File: config.mk
export PLATFORM = sky130hd
export DESIGN_NAME = fifo_rd_stage_flat
export DESIGN_NICKNAME = d
export VERILOG_FILES = /design/src/rtl/fifo_pkg.sv /design/src/rtl/fifo_rd_stage_if.sv /design/src/rtl/rd_skid_buf.sv /design/src/rtl/fifo_rd_stage.sv /design/src/flat_wrapper.sv
export SDC_FILE = /design/constraint.sdc
export NUM_CORES = 1
export LEC_CHECK = 0
export ABC_AREA = 1
export CAP_MARGIN = 20
export CORE_MARGIN = 8
export CORE_UTILIZATION = 45
export DETAILED_ROUTE_END_ITERATION = 8
export PLACE_DENSITY_LB_ADDON = 0.05
export SLEW_MARGIN = 5
export SYNTH_ARGS = -nofsm -noshare
export SYNTH_HDL_FRONTEND = slang
export SYNTH_SLANG_ARGS = --single-unit
File: constraint.sdc
create_clock -name clock -period 2.4 [get_ports clock]
set_clock_uncertainty 0.2 [all_clocks]
set_input_delay 0.6 -clock clock [delete_from_list [all_inputs] [get_ports clock]]
set_output_delay 0.6 -clock clock [all_outputs]
set_load 0.01 [all_outputs]
File: src/rtl/fifo_pkg.sv
// rtl/fifo_pkg.sv - shared FIFO constants and read-stage occupancy type
package fifo_pkg;

  localparam int DATA_WIDTH = 8;
  localparam int DEPTH      = 16;

  typedef enum logic [1:0] {
    S_EMPTY = 2'd0,
    S_ONE   = 2'd1,
    S_TWO   = 2'd2
  } rd_occ_t;

endpackage

File: src/rtl/fifo_rd_stage_if.sv
// rtl/fifo_rd_stage_if.sv - FIFO read port plus downstream valid/ready stream
interface fifo_rd_stage_if
  import fifo_pkg::*;
#(
  parameter int DW = DATA_WIDTH
);

  logic [DW-1:0] fifo_data_out;
  logic          fifo_empty;
  logic          read;
  logic [DW-1:0] out_data;
  logic          out_valid;
  logic          out_ready;

  modport master (
    input  fifo_data_out, fifo_empty, out_ready,
    output read, out_data, out_valid
  );

  modport slave (
    output fifo_data_out, fifo_empty, out_ready,
    input  read, out_data, out_valid
  );

endinterface

File: src/rtl/rd_skid_buf.sv
// rtl/rd_skid_buf.sv - two-entry skid buffer holding head/tail and occupancy
module rd_skid_buf
  import fifo_pkg::*;
#(
  parameter int DATA_WIDTH = fifo_pkg::DATA_WIDTH
) (
  input  logic                  clock,
  input  logic                  reset,
  input  logic                  i_flush,
  input  logic                  i_push,
  input  logic                  i_pop,
  input  logic [DATA_WIDTH-1:0] i_data,
  output logic [DATA_WIDTH-1:0] o_head,
  output rd_occ_t               o_state
);

  rd_occ_t               r_state;
  logic [DATA_WIDTH-1:0] r_head;
  logic [DATA_WIDTH-1:0] r_tail;

  always_ff @(posedge clock or posedge reset) begin
    if (reset) begin
      r_state <= S_EMPTY;
      r_head  <= '0;
      r_tail  <= '0;
    end else if (i_flush) begin
      r_state <= S_EMPTY;
    end else begin
      case (r_state)
        S_EMPTY: begin
          if (i_push) begin
            r_head  <= i_data;
            r_state <= S_ONE;
          end
        end
        S_ONE: begin
          if (i_push && !i_pop) begin
            r_tail  <= i_data;
            r_state <= S_TWO;
          end else if (i_pop && !i_push) begin
            r_state <= S_EMPTY;
          end else if (i_push && i_pop) begin
            r_head  <= i_data;
          end
        end
        S_TWO: begin
          // push is gated off upstream while full, so only a pop can move us
          if (i_pop) begin
            r_head  <= r_tail;
            r_state <= S_ONE;
          end
        end
        default: r_state <= S_EMPTY;
      endcase
    end
  end

  assign o_head  = r_head;
  assign o_state = r_state;

endmodule

File: src/rtl/fifo_rd_stage.sv
// rtl/fifo_rd_stage.sv - FIFO drain stage: read strobe, flush gating, delivered-word count
module fifo_rd_stage
  import fifo_pkg::*;
#(
  parameter int DATA_WIDTH  = fifo_pkg::DATA_WIDTH,
  parameter int COUNT_WIDTH = 16
) (
  input  logic                   clock,
  input  logic                   reset,
  fifo_rd_stage_if.master        bus,
  input  logic                   flush,
  output logic [COUNT_WIDTH-1:0] word_count,
  output logic                   busy
);

  rd_occ_t               w_state;
  logic [DATA_WIDTH-1:0] w_head;
  logic                  w_push;
  logic                  w_pop;
  logic [COUNT_WIDTH-1:0] r_word_count;

  // read depends only on local state so out_ready never reaches the FIFO strobe
  assign w_push   = !reset && !bus.fifo_empty && !flush && (w_state != S_TWO);
  assign w_pop    = bus.out_valid && bus.out_ready;
  assign bus.read = w_push;

  rd_skid_buf #(
    .DATA_WIDTH (DATA_WIDTH)
  ) u_skid (
    .clock   (clock),
    .reset   (reset),
    .i_flush (flush),
    .i_push  (w_push),
    .i_pop   (w_pop),
    .i_data  (bus.fifo_data_out),
    .o_head  (w_head),
    .o_state (w_state)
  );

  assign bus.out_data  = w_head;
  assign bus.out_valid = (w_state != S_EMPTY);
  assign busy          = bus.out_valid;

  always_ff @(posedge clock or posedge reset) begin
    if (reset) begin
      r_word_count <= '0;
    end else if (w_pop && !flush) begin
      r_word_count <= r_word_count + COUNT_WIDTH'(1);
    end
  end

  assign word_count = r_word_count;

endmodule

File: src/flat_wrapper.sv
// flat-port wrapper written by rule: the top's interface ports become plain ports
module fifo_rd_stage_flat import fifo_pkg::*;
#(
  parameter int DATA_WIDTH  = fifo_pkg::DATA_WIDTH,
  parameter int COUNT_WIDTH = 16
)
  (clock, reset, flush, word_count, busy, bus_fifo_data_out, bus_fifo_empty, bus_out_ready, bus_read, bus_out_data, bus_out_valid);
  fifo_rd_stage_if #(.DW(8)) bus_i ();
  input  logic clock;
  input  logic reset;
  input  logic flush;
  output logic [COUNT_WIDTH-1:0] word_count;
  output logic busy;
  input wire logic [$bits(bus_i.fifo_data_out)-1:0] bus_fifo_data_out;
  input wire logic [$bits(bus_i.fifo_empty)-1:0] bus_fifo_empty;
  input wire logic [$bits(bus_i.out_ready)-1:0] bus_out_ready;
  output wire logic [$bits(bus_i.read)-1:0] bus_read;
  output wire logic [$bits(bus_i.out_data)-1:0] bus_out_data;
  output wire logic [$bits(bus_i.out_valid)-1:0] bus_out_valid;
  assign bus_i.fifo_data_out = bus_fifo_data_out;
  assign bus_i.fifo_empty = bus_fifo_empty;
  assign bus_i.out_ready = bus_out_ready;
  assign bus_read = bus_i.read;
  assign bus_out_data = bus_i.out_data;
  assign bus_out_valid = bus_i.out_valid;
  fifo_rd_stage #(.DATA_WIDTH(DATA_WIDTH), .COUNT_WIDTH(COUNT_WIDTH)) u_core (.clock(clock), .reset(reset), .bus(bus_i), .flush(flush), .word_count(word_count), .busy(busy));
endmodule
Yosys cells after proc, flatten, opt, wreduce, memory -nomap -nowiden --
Index checks and enable logic that the tools add are counted.
Cells by class: add/subtract/negate cells 1, equal/unequal tests 11, mux-type cells 12, bitwise gates (word level) 1, reductions and logical operators 19
Operators by type and width (number):
- $mux W8 | 5
- $pmux W8 S3 | 1
- $add A16 B1 Y16 const B | 1
- $ne A2 B2 Y1 const B | 6
- $mux W2 | 5
- $logic_and A1 B1 Y1 | 8
- $reduce_and A7 Y1 | 1
- $ne A3 B3 Y1 const B | 2
- $pmux W2 S3 | 1
- $reduce_and A3 Y1 | 2
- $logic_not A1 Y1 | 5
- $ne A4 B4 Y1 const B | 1
- $reduce_bool A3 Y1 | 1
- $eq A2 B1 Y1 const B | 1
- $eq A2 B2 Y1 const B | 1
- $logic_not A2 Y1 | 1
- $reduce_bool A2 Y1 | 1
- $not A1 Y1 | 1
Word-level totals: register bits 34, output and inout port bits 27

Longest topological paths before layout --
Gate-level depths: netlist (run 1).
word-level depth 10, gate-level depth with buffers 9

By module --
Synthesis (run 1) repeated with hierarchy kept, for this count alone.
Second synthesis, totals: cell total of the unflattened synthesis 239, area total of the unflattened synthesis 1980.6 um^2
Modules (own cells, without submodules):
- fifo_rd_stage | times used 1, cells each 125, area each 1001.0 um^2
- rd_skid_buf | times used 1, cells each 114, area each 979.7 um^2

Least setup slack after synthesis (run 1) --
No wires, ideal clock.
kind input -> output, start point in reset, end point out bus_read, arrival 1.699 ns, data required time 1.600 ns, slack -0.099 ns, stages on the path 3, cells stage by stage inv_1 nand3_4 nor2_4
Between the ends: longest elaborated chain between the ends 4
Ends and longest elaborated chain:
- from (decl) | line flat_wrapper.sv:10 | input logic reset;
- $logic_not A1 Y1 (no line)
- $logic_and A1 B1 Y1 (3 in a row) | line fifo_rd_stage.sv:23 | assign w_push = !reset && !bus.fifo_empty && !flush && (w_state != S_TWO);
- to (decl) | line flat_wrapper.sv:17 | output wire logic [$bits(bus_i.read)-1:0] bus_read;
No other way between the ends.

Final worst setup path (run 1) --
start point reg u_core.u_skid.r_state[1] (netlist: u_core.u_skid.o_state[1]), end point out bus_out_valid
Between the ends: longest elaborated chain between the ends 1
Ends and longest elaborated chain:
- from (decl) | line rd_skid_buf.sv:17 | rd_occ_t r_state;
- from (signal assigned) | line rd_skid_buf.sv:23 | r_state <= S_EMPTY;
- from (signal assigned) | line rd_skid_buf.sv:27 | r_state <= S_EMPTY;
- from (signal assigned) | line rd_skid_buf.sv:33 | r_state <= S_ONE;
- $reduce_bool A2 Y1 | line fifo_rd_stage.sv:41 | assign bus.out_valid = (w_state != S_EMPTY);
- to (decl) | line flat_wrapper.sv:19 | output wire logic [$bits(bus_i.out_valid)-1:0] bus_out_valid;
No other way between the ends.

==> results.md, run 1 <==
* Cells along the critical path: inv_1 > nand2_1 > clkdlybuf4s50_1
* Nets@finish at 291
* Share of cells above drive strength 1 at 9.75%
* Yosys top cell by area: dfrtp_1
* Worst setup EP type: output port
* Root Buffer Master: clkbuf_8
* Clk slew on worst S/H paths at 60 ps
* Status: complete, no violations
* Clk sinks at 34
* Pwr dens at 868 nW/um2
* Cells after synthesis at 228
* Post-placement cell area at 2280 um2
* Top cell type's share of synthesized area at 47.0%
* CTS HTree Levels at 2
* Largest net degree at the start of global routing at 35
* DR vias at 1,542
* Setup violations, final at 0
* Total CTS buffers at 5
* Worst skew pair latency at 280 ps
* Warnings from Yosys at 0
* Critical path class: reg -> out
* Net Sw Power at 0.000720 W
* Synth async-reset ratio at 100%
* Crit start category: flop
* RR Startpoint: u_core.u_skid.o_state[1]$_DFFE_PP0P_
* Die W at 79.4 um
* Tot GR Track Use at 13.7%
* CP startpoint: u_core.u_skid.o_state[1]$_DFFE_PP0P_
* Synth unique cells at 25
* CP Buf/Inv Count at 2
* Mapped Area at 1810 um2
* Max VDD drop at 490 uV
* Clock tree buffer depth at 2
* Fmax at 428 MHz
* Delay of the slowest cell on the worst path at 570 ps
* Final instance area at 2360 um2
* Leakage power at 1.14 nW
* Core area at 3940 um2
* Post-Route WL at 3970 um
* Power share of the clock group at 19.0%
* Global-route wire length before repair at 6930 um
* Remaining Overflow, GRT at 0
* Port Buf Inserts at 39
* CTS tree: built
* Max-cap violations at 0
* DP HPWL at 2970 um
* Min-delay src: u_core.u_skid.o_head[7]$_DFFE_PP0P_
* Area grow syn2layout at 30.4%
* Top-count cell post-synth: nand2_1
* Die ar. at 6310 um2
* Post-synth EDFFs at 0
* RSZ-0062 raised after global routing: no
* Final Hold Fails at 0
* Fin crit share at 97.3%
* N_diodes at 0
* Chip height at 79.4 um
* Initial antenna violation count at 0
* CP arrival at 1540 ps
* Main synth FF type: dfrtp_1
* Mapped Avg Cell Area at 7.94 um2
* WHS Path Cells at 2
* Hold crit path type: reg -> reg
* Tmin final at 2340 ps
* R2R depth at 9
* Combinational Power Share at 39.3%
* Row Count at 23
* Initial Util at 45.9%
* RePlAce Congestion at 0.866
* Slew headroom at 71.0%
* Via density at 4.72
* Delay-heaviest family, CP: buffers and inverters
* Sequential-to-total area share from yosys stat at 47.0%
* #FFs+latches synth at 34
* Setup TNS at 0 ps
* Sequential Power Share at 41.7%
* Commonest cells post-synth: nand2_1, dfrtp_1, inv_1
* # hold bufs at CTS at 0
* Drt wl/cell at 12.1 um
* Worst Path Max Fanout at 4
* Ports at 40
* Post-Syn Nets at 242
* Slew @ Worst Pin at 435 ps
* DRT Pass-1 Iters at 4
* Worst Path Required at 1600 ps
* Internal at 0.00133 W
* Vias in the first global route at 1,511
* Stages on worst setup path at 3
* Net Sw Frac at 35.2%
* DRC viols at 0
* Antenna Violating Nets Remaining at 0
* Slowest cell on crit path: clkdlybuf4s50_1
* Max-slew violations at 0
* Synth top area cells: dfrtp_1, nand2_1, inv_1
* Drt first-iter violations at 50
-- per-layer routing --
metal | part of all wire [%] | GRT usage [%]
met1 | 49 | 17.9
met2 | 44 | 21.5
met3 | 5.2 | 4.05
met4 | 1.2 | 3.89
met5 | 0 | 0
-- worst paths after layout --
path,to,slack [ps]
max in group asynchronous,u_core.u_skid.o_head[6]$_DFFE_PP0P_,1220
min in group asynchronous,u_core.word_count[9]$_DFFE_PP0P_,460
worst max-delay path,bus_out_valid,60
worst min register to register,u_core.u_skid.o_head[7]$_DFFE_PP0P_,270
worst min-delay path,u_core.u_skid.o_head[7]$_DFFE_PP0P_,270
worst max register to register,u_core.u_skid.o_head[6]$_DFFE_PP0P_,660
-- cells by family (layout without fill, tap and decap cells) --
family / count (synthesis) / count (layout) / synth area share [%]
flops: 34 / 34 / 47.0
simple gates: 131 / 131 / 34.2
buf+inv: 33 / 82 / 8.23
xor+xnor: 8 / 8 / 3.87
fa+ha+maj: 1 / 1 / 0.691
compound gates: 21 / 21 / 5.95
-- power groups by stage --
stage | combinational [W] | sequential [W] | clock [W]
floorplan | 0.000405 | 0.000902 | 0
global placement | 0.000811 | 0.000860 | 0
detailed placement | 0.000816 | 0.000862 | 0
CTS | 0.000819 | 0.000854 | 0.000400
global route | 0.000896 | 0.000875 | 0.000427
finish | 0.000803 | 0.000854 | 0.000390
-- worst reg2reg max path: cells and delay by family, from the launching register on --
family,cells,cell delay (ps)
flip-flops,1,430
AND/OR/NAND/NOR,7,790
buffers and inverters,2,200
-- flip-flops by register name, indices dropped and copies added, names as in the netlist --
| register | count |
|---|---|
| u_core.u_skid.o_head | 8 |
| u_core.u_skid.o_state | 2 |
| u_core.word_count | 16 |
| u_core.u_skid.r_tail | 8 |
-- layout by cell type, fill, tap and decap left out, drive strengths merged --
cell type	synthesis	final
inv	28	27
xnor2	3	3
o31ai	1	1
dfrtp	34	34
nand2	72	72
clkdlybuf4s50	0	37
clkinv	1	1
nor2	27	27
dlygate4sd2	0	1
bufinv	1	1
ha	1	1
nand4	8	8
o21ai	12	12
nand3b	1	1
nand3	21	21
clkinvlp	0	1
nor3	2	2
clkbuf	1	7
a21oi	8	8
buf	2	7
xor2	5	5
-- through the flow --
stage,hold WS (ps),power [W],setup slack [ps],instances,utilization (%)
final,267,0.00205,65.0,327,59.8
after global routing,283,0.00220,0.706,327,59.8
after CTS,273,0.00207,60.6,327,59.8
after detailed placement,257,0.00168,-308,319,57.9
after global placement,255,0.00167,-309,319,57.9
after floorplan,278,0.00131,150,228,-
-- repair_timing --
item,in CTS,in global routing
gates resized for setup,5,0
setup buffers,1,0
endpoints found under the setup margin,1,0
hold endpoints to repair,0,0
-- area by class of cell --
type                       instances  area (um2)
clock buffer                       7        76.3
fill                             390        1580
inverter                          30         130
multi-input combinational        161         810
sequential                        34         851
tap                               50        62.6
timing repair buffer              45         429
No activity file was read; power rests on OpenSTA's default activity.
==> run 2: changes to the inputs <==
--- a/config.mk
+++ b/config.mk
@@ -6,11 +6,13 @@
 export NUM_CORES = 1
 export LEC_CHECK = 0
 export ABC_AREA = 1
+export ABC_CLOCK_PERIOD_IN_PS = 2400
 export CAP_MARGIN = 20
-export CORE_MARGIN = 8
+export CORE_MARGIN = 5
 export CORE_UTILIZATION = 45
 export DETAILED_ROUTE_END_ITERATION = 8
 export PLACE_DENSITY_LB_ADDON = 0.05
+export REMOVE_ABC_BUFFERS = 1
 export SLEW_MARGIN = 5
 export SYNTH_ARGS = -nofsm -noshare
 export SYNTH_HDL_FRONTEND = slang
==> results.md, run 2 (synthesis gave the netlist of run 1 again) <==
* Chip height at 73.4 um (-7.6%)
* Via density at 4.75 (+0.63%)
* Antenna Violating Nets Remaining at 0 (unchanged)
* Drt first-iter violations at 42 (-16%)
* Row Count at 23 (unchanged)
* Max VDD drop at 453 uV (-7.4%)
* Tmin final at 2300 ps (-35.6 ps)
* Global-route wire length before repair at 6560 um (-5.4%)
* Clk sinks at 34 (unchanged)
* Fillers at 375 (-3.8%)
* Clk slew on worst S/H paths at 70 ps (about the same)
* Largest net degree at the start of global routing at 35 (unchanged)
* Area grow syn2layout at 30.3% (about the same)
* Crit start category: input pin
* Final Hold Fails at 0 (unchanged)
* Port Buf Inserts at 39 (unchanged)
* Commonest non-fill, non-tap cell in the layout: nand2_1
* RePlAce Congestion at 0.785 (-9.3%)
* Die W at 73.4 um (-7.6%)
* Fin crit share at 95.8% (-1.5 points)
* Clock tree buffer depth at 2 (unchanged)
* CP startpoint: flush
* R2R depth at 9 (unchanged)
* Post-placement cell area at 2270 um2 (-0.49%)
* Worst skew pair latency at 280 ps (about the same)
* Min-delay src: u_core.u_skid.o_head[1]$_DFFE_PP0P_
* Max-cap violations at 0 (unchanged)
* RR Startpoint: u_core.u_skid.o_state[1]$_DFFE_PP0P_
* Slew headroom at 71.7% (+0.68 points)
* DR vias at 1,547 (+0.32%)
* RSZ-0062 raised after global routing: no
* Nets@finish at 289 (-0.69%)
* Slew @ Worst Pin at 425 ps (-10.2 ps)
* Initial Util at 45.9% (unchanged)
* Remaining Overflow, GRT at 0 (unchanged)
* Setup Buffers After CTS at 0 (-1)
* Tot GR Track Use at 15.8% (+2.0 points)
* Worst Path Max Fanout at 3 (-1)
* DRT Pass-1 Iters at 4 (unchanged)
* Vias in the first global route at 1,496 (-0.99%)
* Critical path class: in -> out
* Worst Path Required at 1600 ps (about the same)
* Ports at 40 (unchanged)
* CP arrival at 1500 ps (-40 ps)
* Setup ws final at 101 ps (+35.6 ps)
* Worst setup EP type: output port
* Final instance area at 2360 um2 (about the same)
* Total CTS buffers at 5 (unchanged)
* Setup violations, final at 0 (unchanged)
* Leakage power at 1.14 nW (+0.31%)
* Max-slew violations at 0 (unchanged)
* CTS tree: built
* WHS Path Cells at 2 (unchanged)
* N_diodes at 0 (unchanged)
* Fmax at 435 MHz (+1.5%)
* Commonest non-fill, non-tap cells in the layout: nand2_1, clkdlybuf4s50_1, dfrtp_1, inv_1, nor2_1
* Placed Instances at 318 (-0.31%)
* Core area at 3940 um2 (unchanged)
* Initial antenna violation count at 0 (unchanged)
* Die ar. at 5390 um2 (-15%)
* DRC viols at 0 (unchanged)
* Hold crit path type: reg -> reg
* DP HPWL at 2840 um (-4.6%)
* Status: complete, no violations
* Drt wl/cell at 11.6 um (-4.7%)
* Number of flip-flops in the largest register at 16 (unchanged)
* Pwr dens at 885 nW/um2 (+2.0%)
* Share of cells above drive strength 1 at 9.78% (+0.035 points)
* Dpl ws at -311 ps (-3.38 ps)
* Final cell count without fillers at 326 (-0.31%)
* Post-Route WL at 3770 um (-5.0%)
* Root Buffer Master: clkbuf_8
* CTS HTree Levels at 2 (unchanged)
==> run 2: worst paths after layout <==
kind,slack [ps],end
max,100,bus_read
min in group asynchronous,620,u_core.u_skid.r_tail[3]$_DFFE_PP0P_
max in group asynchronous,1050,u_core.u_skid.o_state[1]$_DFFE_PP0P_
min,270,u_core.u_skid.o_head[1]$_DFFE_PP0P_
min reg2reg,270,u_core.u_skid.o_head[1]$_DFFE_PP0P_
max reg2reg,710,u_core.u_skid.o_head[7]$_DFFE_PP0P_
==> run 2: critical path, cell delays in order <==
cell and delay [ps]:
clkdlybuf4s50_1 420, bufinv_8 190, nand3_4 70, nor2_4 90, buf_2 130
==> run 2: metrics by stage <==
stage / hold WS, ps / utilization [%] / setup TNS [ps] / power (W)
after global placement: 254 / 57.6 / -308 / 0.00166
after detailed placement: 258 / 57.6 / -311 / 0.00167
after floorplan: 278 / - / -401 / 0.00129
after CTS: 276 / 59.8 / 0 / 0.00212
final: 270 / 59.8 / 0 / 0.00209
after global routing: 300 / 59.8 / 0 / 0.00225
==> run 2: final cells by class <==
type / count / area (um2) / share of cell area, %
Inverter: 30 / 126 / 5.36
Timing Repair Buffer: 43 / 415 / 17.6
Sequential cell: 34 / 852 / 36.1
Tap cell: 50 / 62.6 / 2.65
Clock inverter: 1 / 5.00 / 0.212
Clock buffer: 7 / 86.3 / 3.66
Multi-Input combinational cell: 161 / 810 / 34.3
==> run 2: report_power, final <==
part	total [W]	internal, W	switching, W
clock	0.000439	0.000231	0.000207
combinational	0.000793	0.000379	0.000414
sequential	0.000854	0.000745	0.000109
==> run 2: repair_timing <==
action	4_1_cts	5_1_grt
setup endpoints to repair	1	2
gates cloned	0	0
resized for setup	4	1
hold buffers	0	0
==> run 2: layer usage <==
metal / vias to the layer above / wire, um / global-route usage, %
li1: 813 / - / -
met1: 701 / 1620 / 19.2
met2: 27 / 1940 / 27.0
met3: 6 / 159 / 4.38
met4: 0 / 51 / 4.83
met5: - / 0 / 0
==> run 3: changes to the inputs <==
--- a/config.mk
+++ b/config.mk
@@ -6,10 +6,10 @@
 export NUM_CORES = 1
 export LEC_CHECK = 0
 export ABC_AREA = 1
-export ABC_CLOCK_PERIOD_IN_PS = 2400
+export ABC_CLOCK_PERIOD_IN_PS = 2700
 export CAP_MARGIN = 20
 export CORE_MARGIN = 5
-export CORE_UTILIZATION = 45
+export CORE_UTILIZATION = 54
 export DETAILED_ROUTE_END_ITERATION = 8
 export PLACE_DENSITY_LB_ADDON = 0.05
 export REMOVE_ABC_BUFFERS = 1
==> constraint.sdc (replaced) <==
create_clock -name clock -period 2.7 [get_ports clock]
set_clock_uncertainty 0.2 [all_clocks]
set_input_delay 0.675 -clock clock [delete_from_list [all_inputs] [get_ports clock]]
set_output_delay 0.675 -clock clock [all_outputs]
set_load 0.01 [all_outputs]
==> results.md, run 3 (synthesis gave the netlist of run 1 again) <==
* Antenna Violating Nets Remaining at 0 (unchanged)
* Drt first-iter violations at 51 (+21%)
* CTS tree: built
* CTS HTree Levels at 2 (unchanged)
* # hold bufs at CTS at 0 (unchanged)
* Number of flip-flops in the largest register at 16 (unchanged)
* N_diodes at 0 (unchanged)
* Combinational Power Share at 35.9% (-2.1 points)
* Clock tree buffer depth at 2 (unchanged)
* Net Sw Frac at 33.2% (-1.8 points)
* Final instance area at 2380 um2 (+1.1%)
* Initial antenna violation count at 0 (unchanged)
* Critical path class: in -> out
* Fin crit share at 95.7%
* Die ar. at 4610 um2 (-14%)
* Area grow syn2layout at 31.7%
* Worst Path Max Fanout at 2 (-1)
* Setup TNS at 0 ps (unchanged)
* Core area at 3280 um2 (-17%)
* Net Sw Power at 0.000648 W (-11%)
* Hold crit path type: reg -> reg
* Max-cap violations at 0 (unchanged)
* Vias in the first global route at 1,584 (+5.9%)
* Commonest non-fill, non-tap cell in the layout: nand2_1
* Remaining Overflow, GRT at 0 (unchanged)
* Setup Buffers After CTS at 0 (unchanged)
* Total Power at 0.00195 W (-6.3%)
* Fmax at 387 MHz
* Total CTS buffers at 5 (unchanged)
* Global-route wire length before repair at 6620 um (+0.96%)
* Root Buffer Master: clkbuf_4
* Tmin final at 2580 ps
* Initial Util at 55.1% (+9.2 points)
* Die W at 67.9 um (-7.5%)
* Slew headroom at 71.8% (+0.11 points)
* Drt wl/cell at 11.7 um (+1.5%)
* CP arrival at 1710 ps (+210 ps)
* Clk sinks at 34 (unchanged)
* Setup violations, final at 0 (unchanged)
* Leakage power at 1.16 nW (+1.6%)
* DRC viols at 0 (unchanged)
* Max-slew violations at 0 (unchanged)
* Worst Path Required at 1820 ps (+220 ps)
* Slew @ Worst Pin at 423 ps (-1.61 ps)
* Setup ws final at 116 ps (+15.1 ps)
* Clk slew on worst S/H paths at 110 ps (+40 ps)
* Worst setup EP type: output port
* Row Count at 21 (-8.7%)
* DR vias at 1,574 (+1.7%)
* Via density at 4.87 (+2.7%)
* Max VDD drop at 575 uV (+27%)
* Ports at 40 (unchanged)
* Share of cells above drive strength 1 at 9.75% (-0.035 points)
* DRT Pass-1 Iters at 4 (unchanged)
* DP HPWL at 2840 um (+0.27%)
* RePlAce Congestion at 0.832 (+6.0%)
* Final Hold Fails at 0 (unchanged)
* RSZ-0062 raised after global routing: no
* Internal at 0.00131 W (-3.6%)
* Fillers at 274 (-27%)
* Post-Route WL at 3790 um (+0.56%)
* Power share of the clock group at 25.3% (+4.3 points)
* Tot GR Track Use at 19.3% (+3.6 points)
* Final core occ at 72.5% (+13 points)
* Worst skew pair latency at 340 ps (+60 ps)
* Sequential Power Share at 38.8% (-2.1 points)
* Nets@finish at 290 (+0.35%)
* Crit start category: input pin
* Dpl ws at -157 ps (+154 ps)
* Port Buf Inserts at 39 (unchanged)
* Status: complete, no violations
* Chip height at 67.9 um (-7.5%)
* Commonest non-fill, non-tap cells in the layout: nand2_1, clkdlybuf4s50_1, dfrtp_1, inv_1, nor2_1
* Largest net degree at the start of global routing at 35 (unchanged)
* Pwr dens at 820 nW/um2 (-7.3%)
* Post-placement cell area at 2270 um2 (+0.11%)
## run 3: cell count changes in the layout (fill, tap and decap cells not counted), sizes merged
cell         delta
bufinv          +2
clkinv          -1
dlygate4sd2     +1
clkbuf          -1
## run 3: power groups by stage
stage	registers [W]	clock network, W	logic (W)
2_1_floorplan	0.000802	0	0.000346
3_3_place_gp	0.000765	0	0.000694
3_5_place_dp	0.000771	0	0.000710
4_1_cts	0.000760	0.000502	0.000713
5_1_grt	0.000783	0.000527	0.000787
6_report	0.000759	0.000494	0.000701
## run 3: repair_timing
| action | 4_1_cts | 5_1_grt |
|---|---|---|
| endpoints found under the hold margin | 0 | 0 |
| setup endpoints to repair | 1 | 0 |
| resized for setup | 1 | 0 |
## run 3: metrics by stage
step           hold slack, ps  instances
2_1_floorplan             278        225
3_3_place_gp              253        315
3_5_place_dp              260        315
4_1_cts                   287        323
5_1_grt                   327        323
6_report                  284        323
## run 3: layout make-up
type                    instances  area (um2)  share of cell area, %
multi-input cells             161         810                   34.0
well taps                      46        57.6                   2.42
clock inverters                 2        60.1                   2.52
inverters                      30         126                   5.30
flip-flops and latches         34         851                   35.7
repair buffers                 44         427                   17.9
clock buffers                   6        51.3                   2.15
## run 3: per-layer routing
metal	track usage, %	up-vias	routed length (um)	part of all wire, %
met4	8.68	0	59	1.6
li1	-	819	-	-
met3	4.27	5	179	4.7
met2	34.5	29	2010	53
met5	0	-	0	0
met1	21.9	721	1540	41
## run 3: worst paths after layout
check                                                startpoint                             endpoint  slack, ps  depth (start not counted)
setup / recovery                                          flush                             bus_read        120                          5
hold / removal              u_core.u_skid.o_head[5]$_DFFE_PP0P_  u_core.u_skid.o_head[5]$_DFFE_PP0P_        280                          2
setup reg to reg           u_core.u_skid.o_state[1]$_DFFE_PP0P_  u_core.u_skid.o_head[0]$_DFFE_PP0P_       1000                          9
hold reg to reg             u_core.u_skid.o_head[5]$_DFFE_PP0P_  u_core.u_skid.o_head[5]$_DFFE_PP0P_        280                          2
max in group asynchronous                                 reset     u_core.word_count[5]$_DFFE_PP0P_       1360                          3
min in group asynchronous                                 reset     u_core.word_count[8]$_DFFE_PP0P_        640                          3
## run 3: critical path: stages
cell and delay [ps]:
clkdlybuf4s50_1 480, bufinv_8 190, nand3_4 60, nor2_4 30
dlygate4sd2_1 270
==> RTL edit (settings of run 2) <==
`COUNT_WIDTH` is set to 16 in 2 places; all go to 24.
--- a/src/rtl/fifo_rd_stage.sv
+++ b/src/rtl/fifo_rd_stage.sv
@@ -4,5 +4,5 @@
 #(
   parameter int DATA_WIDTH  = fifo_pkg::DATA_WIDTH,
-  parameter int COUNT_WIDTH = 16
+  parameter int COUNT_WIDTH = 24
 ) (
   input  logic                   clock,
--- a/src/flat_wrapper.sv
+++ b/src/flat_wrapper.sv
@@ -3,5 +3,5 @@
 #(
   parameter int DATA_WIDTH  = fifo_pkg::DATA_WIDTH,
-  parameter int COUNT_WIDTH = 16
+  parameter int COUNT_WIDTH = 24
 )
   (clock, reset, flush, word_count, busy, bus_fifo_data_out, bus_fifo_empty, bus_out_ready, bus_read, bus_out_data, bus_out_valid);
Interface: changed (resized word_count); port bits go from 40 to 48. No check against the original RTL was run, so the function may have changed too.
==> RTL edit against run 2 <==
Total power increased by 2.8%. Critical path depth decreased by 2. Worst setup slack improved by 0.035 ns. Hold slack improved by 0.0044 ns. Combinational power decreased by 22%. Sequential cell count increased by 8. Routed wire length increased by 39%. Final area increased by 28%. Synthesized area increased by 29%. Sequential share of layout area decreased by 1.3 points. Register-to-register slack got worse by 0.09 ns. Largest cell class is now multi-input gates.
==> RTL edit: results (changes against run 2) <==
Outcome
  • Outcome: finished clean

Global route
  • First-pass GRT wire length: 9360 um (+43%)
  • GRT Resource Usage Total: 0.179 (+0.0214)

Final layout
  • Number of flip-flops in the largest register: 24 (+8)
  • Fillers: 484 (+29%)
  • Fin nets: 367 (+27%)
  • Fraction of layout cells with a size suffix above 1: 0.124 (+0.0265)

Drt
  • Via count: 2049 (+32%)
  • Vias/cell: 4.83 (+1.8%)
  • DRT iter0 DRCs: 78 (+86%)
  • Drt wl/cell: 12.4 um (+7.2%)

Synth
  • Sequential area share after synthesis: 0.450 (-0.0206)
  • Cells after Synth: 297 (+30%)
  • Dominant cells by area after synthesis: dfrtp_1, nand2_1, nor2_1, inv_1, nand3_1
  • Post-synth top cells: nand2_1, dfrtp_1, nor2_1
  • Synth cell types: 29 (+16%)

Setup path
  • Critical Path AT: 1.46 ns (-0.04 ns)
  • Max Fanout on Critical Path: 4 (+1)
  • Reg2reg end: u_core.word_count[22]
  • RR Startpoint: u_core.word_count[0]
  • Crit path to: busy
  • Max stage delay on crit path: 0.54 ns (+0.12 ns)
  • Worst-case reg-to-reg path depth: 8 (-1)
  • Worst reg2reg setup slack: 0.62 ns (-0.09 ns)

Min path
  • Hold Path End: u_core.u_skid.o_head[5]

Place
  • IO Port Bufs: 47 (+21%)
  • Dpl hpwl: 3870 um (+36%)
  • RD Place Congestion: 0.899 (+14%)

Pwr
  • Worst ir drop on vdd: 0.515 mV (+14%)
  • Leakage: 1.40 nW (+23%)

Clock network
  • Post-CTS Resized: 2 (-2)

STA
  • Slew @ Worst Pin: 0.540 ns (+0.116 ns)
## RTL edit: metrics by stage
stage / power, mW / hold slack (ns) / cell area [um2] / setup WS [ns] / util
2_1_floorplan: 1.29 / 0.277 / 2300 / -0.431 / -
3_3_place_gp: 1.61 / 0.256 / 2900 / -0.316 / 0.572
3_5_place_dp: 1.61 / 0.259 / 2900 / -0.311 / 0.572
4_1_cts: 2.18 / 0.280 / 3020 / 0.0112 / 0.594
5_1_grt: 2.30 / 0.302 / 3010 / 0.0525 / 0.594
6_report: 2.14 / 0.274 / 3010 / 0.136 / 0.594
## RTL edit: routing by layer
| metal | up-vias | share of wire | GRT usage |
|---|---|---|---|
| met5 | - | 0 | 0 |
| met4 | 0 | 0.025 | 0.0731 |
| met3 | 13 | 0.057 | 0.0406 |
| met1 | 927 | 0.45 | 0.229 |
| met2 | 55 | 0.47 | 0.292 |
| li1 | 1054 | - | - |
## RTL edit: worst min-delay path, stage by stage, from the launching register on
cell and delay, ns:
dfrtp_1 0.35, nand2_1 0.05, nand2_1 0.05
## RTL edit: area by class of cell
class	count	area (um2)	share of cell area
Inverter	37	139	0.0461
Clock inverter	2	37.5	0.0125
Tap cell	70	87.6	0.0291
Clock buffer	6	72.6	0.0241
Multi-Input combinational cell	214	1110	0.370
Sequential cell	42	1050	0.349
Timing Repair Buffer	53	510	0.169
## RTL edit: cells by family after synthesis
logic type / Yosys count / share of synthesized area
simple gates: 179 / 0.367
flops: 42 / 0.450
buf+inv: 41 / 0.0755
compound gates: 24 / 0.0653
xor+xnor: 10 / 0.0375
fa+ha+maj: 1 / 0.00535
## RTL edit: power breakdown
group / internal, mW / total [mW] / switching, mW
clock network: 0.310 / 0.556 / 0.246
registers: 0.865 / 0.969 / 0.104
logic: 0.315 / 0.620 / 0.304
total: 1.49 / 2.14 / 0.654
